$ cat src/rtl/edge_event_pkg.sv
// Shared definitions for the edge event unit.
//   edge_mode_t  : per-channel edge select (off / rising / falling / both)
//   qualify_edge : gates the raw rising/falling pulses of a channel by its mode
package edge_event_pkg;

  typedef enum logic [1:0] {
    EDGE_OFF  = 2'b00,
    EDGE_RISE = 2'b01,
    EDGE_FALL = 2'b10,
    EDGE_BOTH = 2'b11
  } edge_mode_t;

  function automatic logic qualify_edge(input edge_mode_t mode,
                                        input logic       pos,
                                        input logic       neg);
    logic q;
    case (mode)
      EDGE_OFF:  q = 1'b0;
      EDGE_RISE: q = pos;
      EDGE_FALL: q = neg;
      EDGE_BOTH: q = pos | neg;
      default:   q = 1'b0;
    endcase
    return q;
  endfunction

endpackage

$ cat src/rtl/edge_filter_chan.sv
// One channel of the edge event unit: synchroniser chain, stability filter,
// filtered level with one-cycle rising/falling pulses, mode gating, sticky
// pending flag and saturating event counter.
// Ports:
//   i_clk, i_n_rst : clock, asynchronous active-low reset
//   i_signal       : raw asynchronous input
//   i_mode         : edge select for this channel
//   i_clr          : level-sensitive clear of pending flag and counter
//   o_level        : filtered level
//   o_pos_edge     : one-cycle pulse on filtered rising edge
//   o_neg_edge     : one-cycle pulse on filtered falling edge
//   o_event        : pulses gated by i_mode
//   o_pending      : sticky event flag
//   o_count        : saturating event counter
module edge_filter_chan
  import edge_event_pkg::*;
#(
  parameter int SYNC_STAGES   = 2,
  parameter int FILTER_CYCLES = 4,
  parameter int CNT_WIDTH     = 8
) (
  input  logic                 i_clk,
  input  logic                 i_n_rst,
  input  logic                 i_signal,
  input  edge_mode_t           i_mode,
  input  logic                 i_clr,
  output logic                 o_level,
  output logic                 o_pos_edge,
  output logic                 o_neg_edge,
  output logic                 o_event,
  output logic                 o_pending,
  output logic [CNT_WIDTH-1:0] o_count
);

  localparam int FCNT_W = (FILTER_CYCLES > 1) ? $clog2(FILTER_CYCLES) : 1;
  localparam logic [FCNT_W-1:0]    FCNT_LAST = FCNT_W'(FILTER_CYCLES - 1);
  localparam logic [FCNT_W-1:0]    FCNT_ONE  = FCNT_W'(1);
  localparam logic [CNT_WIDTH-1:0] CNT_ONE   = CNT_WIDTH'(1);
  localparam logic [CNT_WIDTH-1:0] CNT_MAX   = '1;

  logic [SYNC_STAGES-1:0] r_sync;
  logic [SYNC_STAGES:0]   w_chain;
  logic                   w_sync_out;
  logic [FCNT_W-1:0]      r_fcnt;
  logic                   r_level;
  logic                   r_level_d;
  logic                   w_pos;
  logic                   w_neg;
  logic                   w_event;
  logic                   r_pending;
  logic [CNT_WIDTH-1:0]   r_count;
  logic [CNT_WIDTH-1:0]   w_count_nxt;

  // Appending the raw input below the chain gives the shifted value for any depth, including 1.
  assign w_chain    = {r_sync, i_signal};
  assign w_sync_out = r_sync[SYNC_STAGES-1];

  // Synchroniser shift register.
  always_ff @(posedge i_clk or negedge i_n_rst) begin
    if (!i_n_rst) begin
      r_sync <= '0;
    end else begin
      r_sync <= w_chain[SYNC_STAGES-1:0];
    end
  end

  // Stability filter: a new value must persist FILTER_CYCLES cycles; any revert restarts the count.
  always_ff @(posedge i_clk or negedge i_n_rst) begin
    if (!i_n_rst) begin
      r_fcnt  <= '0;
      r_level <= 1'b0;
    end else if (w_sync_out == r_level) begin
      r_fcnt  <= '0;
    end else if (r_fcnt == FCNT_LAST) begin
      r_level <= w_sync_out;
      r_fcnt  <= '0;
    end else begin
      r_fcnt  <= r_fcnt + FCNT_ONE;
    end
  end

  // Delayed level for edge decode.
  always_ff @(posedge i_clk or negedge i_n_rst) begin
    if (!i_n_rst) begin
      r_level_d <= 1'b0;
    end else begin
      r_level_d <= r_level;
    end
  end

  // Edge pulses come from registers only, so they are glitch-free.
  assign w_pos   = r_level & ~r_level_d;
  assign w_neg   = ~r_level & r_level_d;
  assign w_event = qualify_edge(i_mode, w_pos, w_neg);

  // Sticky pending flag; a new event outranks a clear in the same cycle.
  always_ff @(posedge i_clk or negedge i_n_rst) begin
    if (!i_n_rst) begin
      r_pending <= 1'b0;
    end else if (w_event) begin
      r_pending <= 1'b1;
    end else if (i_clr) begin
      r_pending <= 1'b0;
    end else begin
      r_pending <= r_pending;
    end
  end

  // Next counter value: clear restarts at 1 if an event coincides, otherwise saturating increment.
  always_comb begin
    w_count_nxt = r_count;
    if (i_clr) begin
      w_count_nxt = w_event ? CNT_ONE : '0;
    end else if (w_event && (r_count != CNT_MAX)) begin
      w_count_nxt = r_count + CNT_ONE;
    end else begin
      w_count_nxt = r_count;
    end
  end

  // Event counter register.
  always_ff @(posedge i_clk or negedge i_n_rst) begin
    if (!i_n_rst) begin
      r_count <= '0;
    end else begin
      r_count <= w_count_nxt;
    end
  end

  assign o_level    = r_level;
  assign o_pos_edge = w_pos;
  assign o_neg_edge = w_neg;
  assign o_event    = w_event;
  assign o_pending  = r_pending;
  assign o_count    = r_count;

endmodule

$ cat src/rtl/edge_event_unit.sv
// Multi-channel edge event unit for GPIO-style inputs. Each channel is an
// independent edge_filter_chan; this level only slices mode/count and ORs
// the pending flags into a single interrupt.
// Ports:
//   i_clk, i_n_rst : clock, asynchronous active-low reset
//   i_signal  [WIDTH]           raw asynchronous inputs
//   i_mode    [2*WIDTH]         per-channel mode, channel i at [2i+1:2i]
//   i_clr     [WIDTH]           per-channel clear of pending and counter
//   o_level, o_pos_edge, o_neg_edge, o_event, o_pending [WIDTH]
//   o_count   [WIDTH*CNT_WIDTH] per-channel counters, channel i at [CNT_WIDTH*i +: CNT_WIDTH]
//   o_irq                       OR of all pending flags
module edge_event_unit
  import edge_event_pkg::*;
#(
  parameter int WIDTH         = 4,
  parameter int SYNC_STAGES   = 2,
  parameter int FILTER_CYCLES = 4,
  parameter int CNT_WIDTH     = 8
) (
  input  logic                       i_clk,
  input  logic                       i_n_rst,
  input  logic [WIDTH-1:0]           i_signal,
  input  logic [2*WIDTH-1:0]         i_mode,
  input  logic [WIDTH-1:0]           i_clr,
  output logic [WIDTH-1:0]           o_level,
  output logic [WIDTH-1:0]           o_pos_edge,
  output logic [WIDTH-1:0]           o_neg_edge,
  output logic [WIDTH-1:0]           o_event,
  output logic [WIDTH-1:0]           o_pending,
  output logic [WIDTH*CNT_WIDTH-1:0] o_count,
  output logic                       o_irq
);

  logic [WIDTH-1:0] w_pending;

  for (genvar g = 0; g < WIDTH; g++) begin : g_chan
    edge_filter_chan #(
      .SYNC_STAGES   (SYNC_STAGES),
      .FILTER_CYCLES (FILTER_CYCLES),
      .CNT_WIDTH     (CNT_WIDTH)
    ) u_chan (
      .i_clk      (i_clk),
      .i_n_rst    (i_n_rst),
      .i_signal   (i_signal[g]),
      .i_mode     (edge_mode_t'(i_mode[2*g +: 2])),
      .i_clr      (i_clr[g]),
      .o_level    (o_level[g]),
      .o_pos_edge (o_pos_edge[g]),
      .o_neg_edge (o_neg_edge[g]),
      .o_event    (o_event[g]),
      .o_pending  (w_pending[g]),
      .o_count    (o_count[CNT_WIDTH*g +: CNT_WIDTH])
    );
  end

  assign o_pending = w_pending;
  assign o_irq     = |w_pending;

endmodule

$ cat config.mk
export PLATFORM = sky130hd
export DESIGN_NAME = edge_event_unit
export DESIGN_NICKNAME = d
export VERILOG_FILES = /design/src/rtl/edge_event_pkg.sv /design/src/rtl/edge_filter_chan.sv /design/src/rtl/edge_event_unit.sv
export SDC_FILE = /design/constraint.sdc
export NUM_CORES = 1
export LEC_CHECK = 0
export ABC_AREA = 1
export CAP_MARGIN = 20
export CORE_AREA = 2 2 89 91
export DETAILED_ROUTE_END_ITERATION = 12
export DIE_AREA = 0 0 91 93
export GPL_TIMING_DRIVEN = 0
export PLACE_DENSITY_LB_ADDON = 0.25
export REMOVE_ABC_BUFFERS = 1
export SLEW_MARGIN = 30
export SYNTH_ARGS = -nofsm -noshare
export SYNTH_HDL_FRONTEND = slang
export SYNTH_SLANG_ARGS = --single-unit
export TNS_END_PERCENT = 5
$ cat constraint.sdc
create_clock -name i_clk -period 1.3 [get_ports i_clk]
set_input_delay 0.13 -clock i_clk [delete_from_list [all_inputs] [get_ports i_clk]]
set_output_delay 0.13 -clock i_clk [all_outputs]
set_load 0.05 [all_outputs]
Yosys cells after proc, flatten, opt, wreduce, memory -nomap -nowiden
Cells that the tools add are included.
Word-level totals
  register bits: 60
  bits in latches: 0
  memory bits (writable): 0
  ROM bits: 0
  input port bits: 18
  output and inout port bits: 53
  logic and storage cells: 133
  memories kept: 0
Cells by class
  add/subtract/negate cells: 8
  multiply operators: 0
  divide/modulo/power cells: 0
  $lt $le $gt $ge: 0
  eq/ne operators: 24
  shifts and indexed selects: 0
  mux-type cells: 32
  bitwise logic cells: 24
  reductions and logical operators: 21
Operators by type and width (number)
  8-bit two-way mux: 8
  8-bit by 1-bit adder with 8-bit output, second input constant: 4
  8-bit != test, second input constant: 4
  2-bit == test, second input constant: 12
  2-bit two-way mux: 8
  1-bit case mux with 4 select lines: 4
  2-bit nonzero test: 8
  1-bit two-way mux: 12
  1-bit inverter: 12
  2-bit by 1-bit adder with 2-bit output, second input constant: 4
  1-bit AND: 8
  2-bit by 1-bit == test with 1-bit output, second input constant: 4
  2-bit logical NOT: 4
  2-bit AND reduction: 4
  1-bit == test: 4
  1-bit logical AND: 4
  1-bit bitwise OR: 4
  4-bit OR reduction: 1

Longest topological paths before layout
  word-level depth: 7
  gate-level depth with buffers: 9
  gate-level depth less buffers: 9

Hierarchy
From an unflattened synthesis, not the netlist that was laid out.
Second synthesis, totals
  cell total of the unflattened synthesis: 415
  area total of the unflattened synthesis: 3304.4 µm²
By module, submodules not included
  edge_filter_chan: times used 4, cells each 103, area each 823.3 µm², seq. area each 375.4 µm²
  edge_event_unit: times used 1, cells each 3, area each 11.3 µm², seq. area each 0.0 µm²

Worst setup path before layout
Ideal clock, no wire load.
  path type: register -> register
  start point: reg g_chan[1].u_chan.r_count[0]
  end point: reg g_chan[1].u_chan.r_count[6]
  setup time: 0.119 ns
  arrival: 1.519 ns
  data required time: 1.181 ns
  path slack: -0.338 ns
  stages on the path, launching flop included: 9
  buffers on the path: 0
  period minus slack after synthesis: 1.638 ns
  cells stage by stage: dfrtp_1 ha_1 nand2_1 nor2_2 nand2_1 nand2_2 nand2_1 nand2_1 nand2_1
Between the ends
  word-level cells in the longest chain between the ends: 3
  elaborated cells on any way between the ends: 6
  classes of those cells: add/sub (1); eq/ne (1); mux (2); reduce/logical (2)
Ends and longest elaborated chain
  from (decl): line edge_filter_chan.sv:51  | logic [CNT_WIDTH-1:0] r_count;
  from (signal assigned): line edge_filter_chan.sv:126  | r_count <= w_count_nxt;
  8-bit by 1-bit adder with 8-bit output or 8-bit != test (tied branches): line edge_filter_chan.sv:115, edge_filter_chan.sv:114
  8-bit two-way mux or 1-bit logical AND (tied branches): line edge_filter_chan.sv:114  | end else if (w_event && (r_count != CNT_MAX)) begin
  8-bit two-way mux or 2-bit nonzero test (tied branches)
Parallel ways exist; a longest one is shown, timed or not. The select of a mux whose other input is x is not followed.
A chain may end at the register's enable or synchronous reset.

Worst setup path in the final report
  start point: reg g_chan[2].u_chan.r_level
  end point: out o_event[2]
Between the ends
  word-level cells in the longest chain between the ends: 4
  elaborated cells on any way between the ends: 5
  classes of those cells: mux (1); bitwise (4)
Ends and longest elaborated chain
  from (decl): line edge_filter_chan.sv:45  | logic r_level;
  from (signal assigned): line edge_filter_chan.sv:75  | r_level <= w_sync_out;
  1-bit inverter: line edge_filter_chan.sv:93  | assign w_neg = ~r_level & r_level_d;
  1-bit AND: line edge_filter_chan.sv:93
  1-bit bitwise OR: line edge_event_pkg.sv:21  | EDGE_BOTH: q = pos | neg;
  1-bit case mux with 4 select lines *: line edge_event_pkg.sv:17  | case (mode)
  to (decl): line edge_event_unit.sv:28  | output logic [WIDTH-1:0] o_event,
Every way passes the cells marked *; elsewhere a longest branch is shown, timed or not.

==> flow_summary.toml <==
[outcome]
outcome = "finished with violations"
violations = "setup timing"

[yosys]
syn_area_per_cell_um2 = 8.19
yosysUniqueCellTypes = 28
yosys_warnings = 0
synthCells = 413
ys_ff_latch = 60
netlist_area_um2 = 3380
yosysSeqAreaShare_pct = 44.4

[placement]
placed_cell_area_um2 = 4070
gp_congestion = 0.842
place_hpwl_mm = 5.10
portBuffers = 70

[floorplanning]
die_width_um = 91
chipHeight_um = 93
core_area_um2 = 7530
fp-row-count = 32
ios = 71
die-area_um2 = 8460
initial_core_util_pct = 44.9

[sta]
setup_viol = 48
final_max_slew_viol_count = 0
finalCritPeriodShare_pct = 120
min_period_ps = 1560
setup_ws_ps = -256
skew_ps = 3.22
whs_ps = 231
rsz0062_at_grt = "yes"
worstMarginPinSlew_ps = 487
slew_headroom_pct = 67.6
hold_viol = 0
fmax_ghz = 0.643

[clock_network]
cts_root_buffer = "clkbuf_8"
htree_num_levels = 3
clock_latency_ps = 330
cts.sinks = 60
cts_made_buffers = 9
cts.clk_slew.worst_paths_ps = 70
clk_path_buf_depth = 2
cts_tree = "built"

[run]
cap_violations = 0

[grt]
antenna_found_initial = 0
grt_max_degree = 35
grtUsageTotal_pct = 18.9
grt_pass1_wl_mm = 12.9
grt_pass1_vias = 2813
grt.overflow.total = 0

[pwr]
power.density_nw_per_um2 = 1990
power_leakage_nw = 2.25
irDropWorstVdd_mv = 1.13
p_int_w = 0.00513
clock_power_share_pct = 18.0
power_w = 0.00936
power_frac_seq_pct = 28.4
power_frac_comb_pct = 53.6
p_sw_w = 0.00422
swShare_pct = 45.1

[cells_and_area]
final_nets = 535
antenna_cells = 0
post-route-util_pct = 62.6
stdcell_area_um2 = 4710
drive_above_1_share_pct = 34.2
synthToLayoutAreaGrowth_pct = 39.3

[routing]
vias = 3007
dr.pass1.iters = 4
via_per_inst = 4.95
drc = 0
wl_per_cell_um = 12.8
first_iter_violations = 70
ant_nets = 0
postRouteWirelength_mm = 7.77

[worst_setup_path]
reg2reg_from = "g_chan[1].u_chan.o_level"
cp_max_fo = 4
worstPathArrival_ps = 1430
path_class = "flip-flop to output port"
required_ps = 1170
crit_path_end_kind = "output port"
cp-start-kind = "flip-flop"
crit_start = "g_chan[2].u_chan.o_level"
reg2regPathDepth = 7

[hold_path]
hp-class = "input pin to flip-flop"
hold_depth = 1
holdCritStartpoint = "i_signal[3]"
[placed cells by master (no fill, tap or decap), types with 7 or more instances in the layout]
| cell type | count |
|---|---|
| nand2_1 | 81 |
| dfrtp_1 | 56 |
| nand3_1 | 46 |
| inv_1 | 41 |
| nor2_1 | 31 |
| buf_2 | 25 |
| buf_4 | 22 |
| clkdlybuf4s50_1 | 16 |
| inv_2 | 14 |
| nand2_2 | 11 |
| clkdlybuf4s15_2 | 11 |
| buf_6 | 11 |
| clkbuf_8 | 10 |
| nand3_2 | 9 |
| a21oi_1 | 9 |
| o21ai_0 | 9 |
| o21ai_1 | 8 |
| ha_1 | 8 |
| nor3_1 | 7 |
| nand2_4 | 7 |
| buf_8 | 7 |
[path summary, 6_finish.rpt]
check,end,slack (ps)
worst max-delay path,o_event[2],-260
worst min-delay path,g_chan[3].u_chan.r_sync[0],230
worst max register to register,g_chan[1].u_chan.o_pending,-160
worst min register to register,g_chan[3].u_chan.r_sync[1],350
max in group asynchronous,g_chan[2].u_chan.o_level,550
min in group asynchronous,g_chan[0].u_chan.o_count[5],250
[cell type report]
type,instances,area [µm²]
timing repair buffer,97,860
sequential,60,1510
multi-input combinational,278,1810
clock inverter,6,63.8
fill,689,2820
clock buffer,10,138
tap,102,128
inverter,55,206
[cells in the mapped netlist, drive strengths merged]
| cell | instances | area [µm²] |
|---|---|---|
| nor3 | 7 | 35.0 |
| dfrtp | 60 | 1500 |
| inv | 55 | 206 |
| a21oi | 13 | 72.6 |
| nand3 | 61 | 333 |
| clkbuf | 1 | 3.75 |
| nand3b | 2 | 15.0 |
| nor2 | 37 | 164 |
| nand4 | 3 | 18.8 |
| ha | 16 | 200 |
| nand2 | 102 | 454 |
| o21bai | 6 | 45.0 |
| o21ai | 21 | 109 |
| xnor2 | 5 | 43.8 |
| buf | 21 | 155 |
| xor2 | 3 | 26.3 |
[stage by stage]
stage / setup TNS [ps] / setup slack, ps / instances
floorplan: -32040 / -903 / 391
global placement: -125760 / -1910 / 563
detailed placement: -13140 / -713 / 564
CTS: -6290 / -272 / 598
global route: -8840 / -314 / 608
finish: -5400 / -256 / 608
[cell families after synthesis]
kind of cell	Yosys count	synth area share [%]
and+or+nand+nor	212	30.1
buffers and inverters	77	10.8
DFF	60	44.4
AOI/OAI and AO/OA	40	6.69
adders and majority gates	16	5.92
xor gates and xnor gates	8	2.07
[state kept, by name, summed over array words and instances, names as in the netlist]
| register | cells |
|---|---|
| g_chan.u_chan.r_sync | 8 |
| g_chan.u_chan.r_fcnt | 8 |
| g_chan.u_chan.o_count | 32 |
| g_chan.u_chan.o_level | 4 |
| g_chan.u_chan.o_pending | 4 |
| g_chan.u_chan.r_level_d | 4 |
[per-layer routing]
metal	track usage (%)	up-vias	wire length, µm	share of wire (%)
met1	23.2	1436	3380	44
met5	0	-	0	0
met2	32.3	65	3940	51
met4	5.56	0	112	1.4
li1	-	1495	-	-
met3	5.48	11	335	4.3
[power by group through the flow]
stage / Sequential [W] / Combinational, W / Clock, W
after floorplan: 0.00340 / 0.00192 / 0
after global placement: 0.00266 / 0.00382 / 0
after detailed placement: 0.00268 / 0.00391 / 0
after CTS: 0.00264 / 0.00456 / 0.00174
after global routing: 0.00271 / 0.00539 / 0.00182
final: 0.00266 / 0.00502 / 0.00168
[worst max-delay path, stage by stage (launching register included)]
cell	delay [ps]
dfrtp_2	450
ha_4	280
inv_2	30
nand3_2	60
nand3_4	100
buf_8	170
[what timing repair did]
| item | in CTS | in global routing |
|---|---|---|
| gates cloned | 0 | 2 |
| resized for setup | 261 | 73 |
| buffers inserted | 17 | 8 |
| pin swaps | 9 | 13 |
| hold buffers | 1 | 0 |
| endpoints found under the setup margin | 88 | 65 |
| hold endpoints to repair | 26 | 0 |
Power figures use the tool's default switching activity.
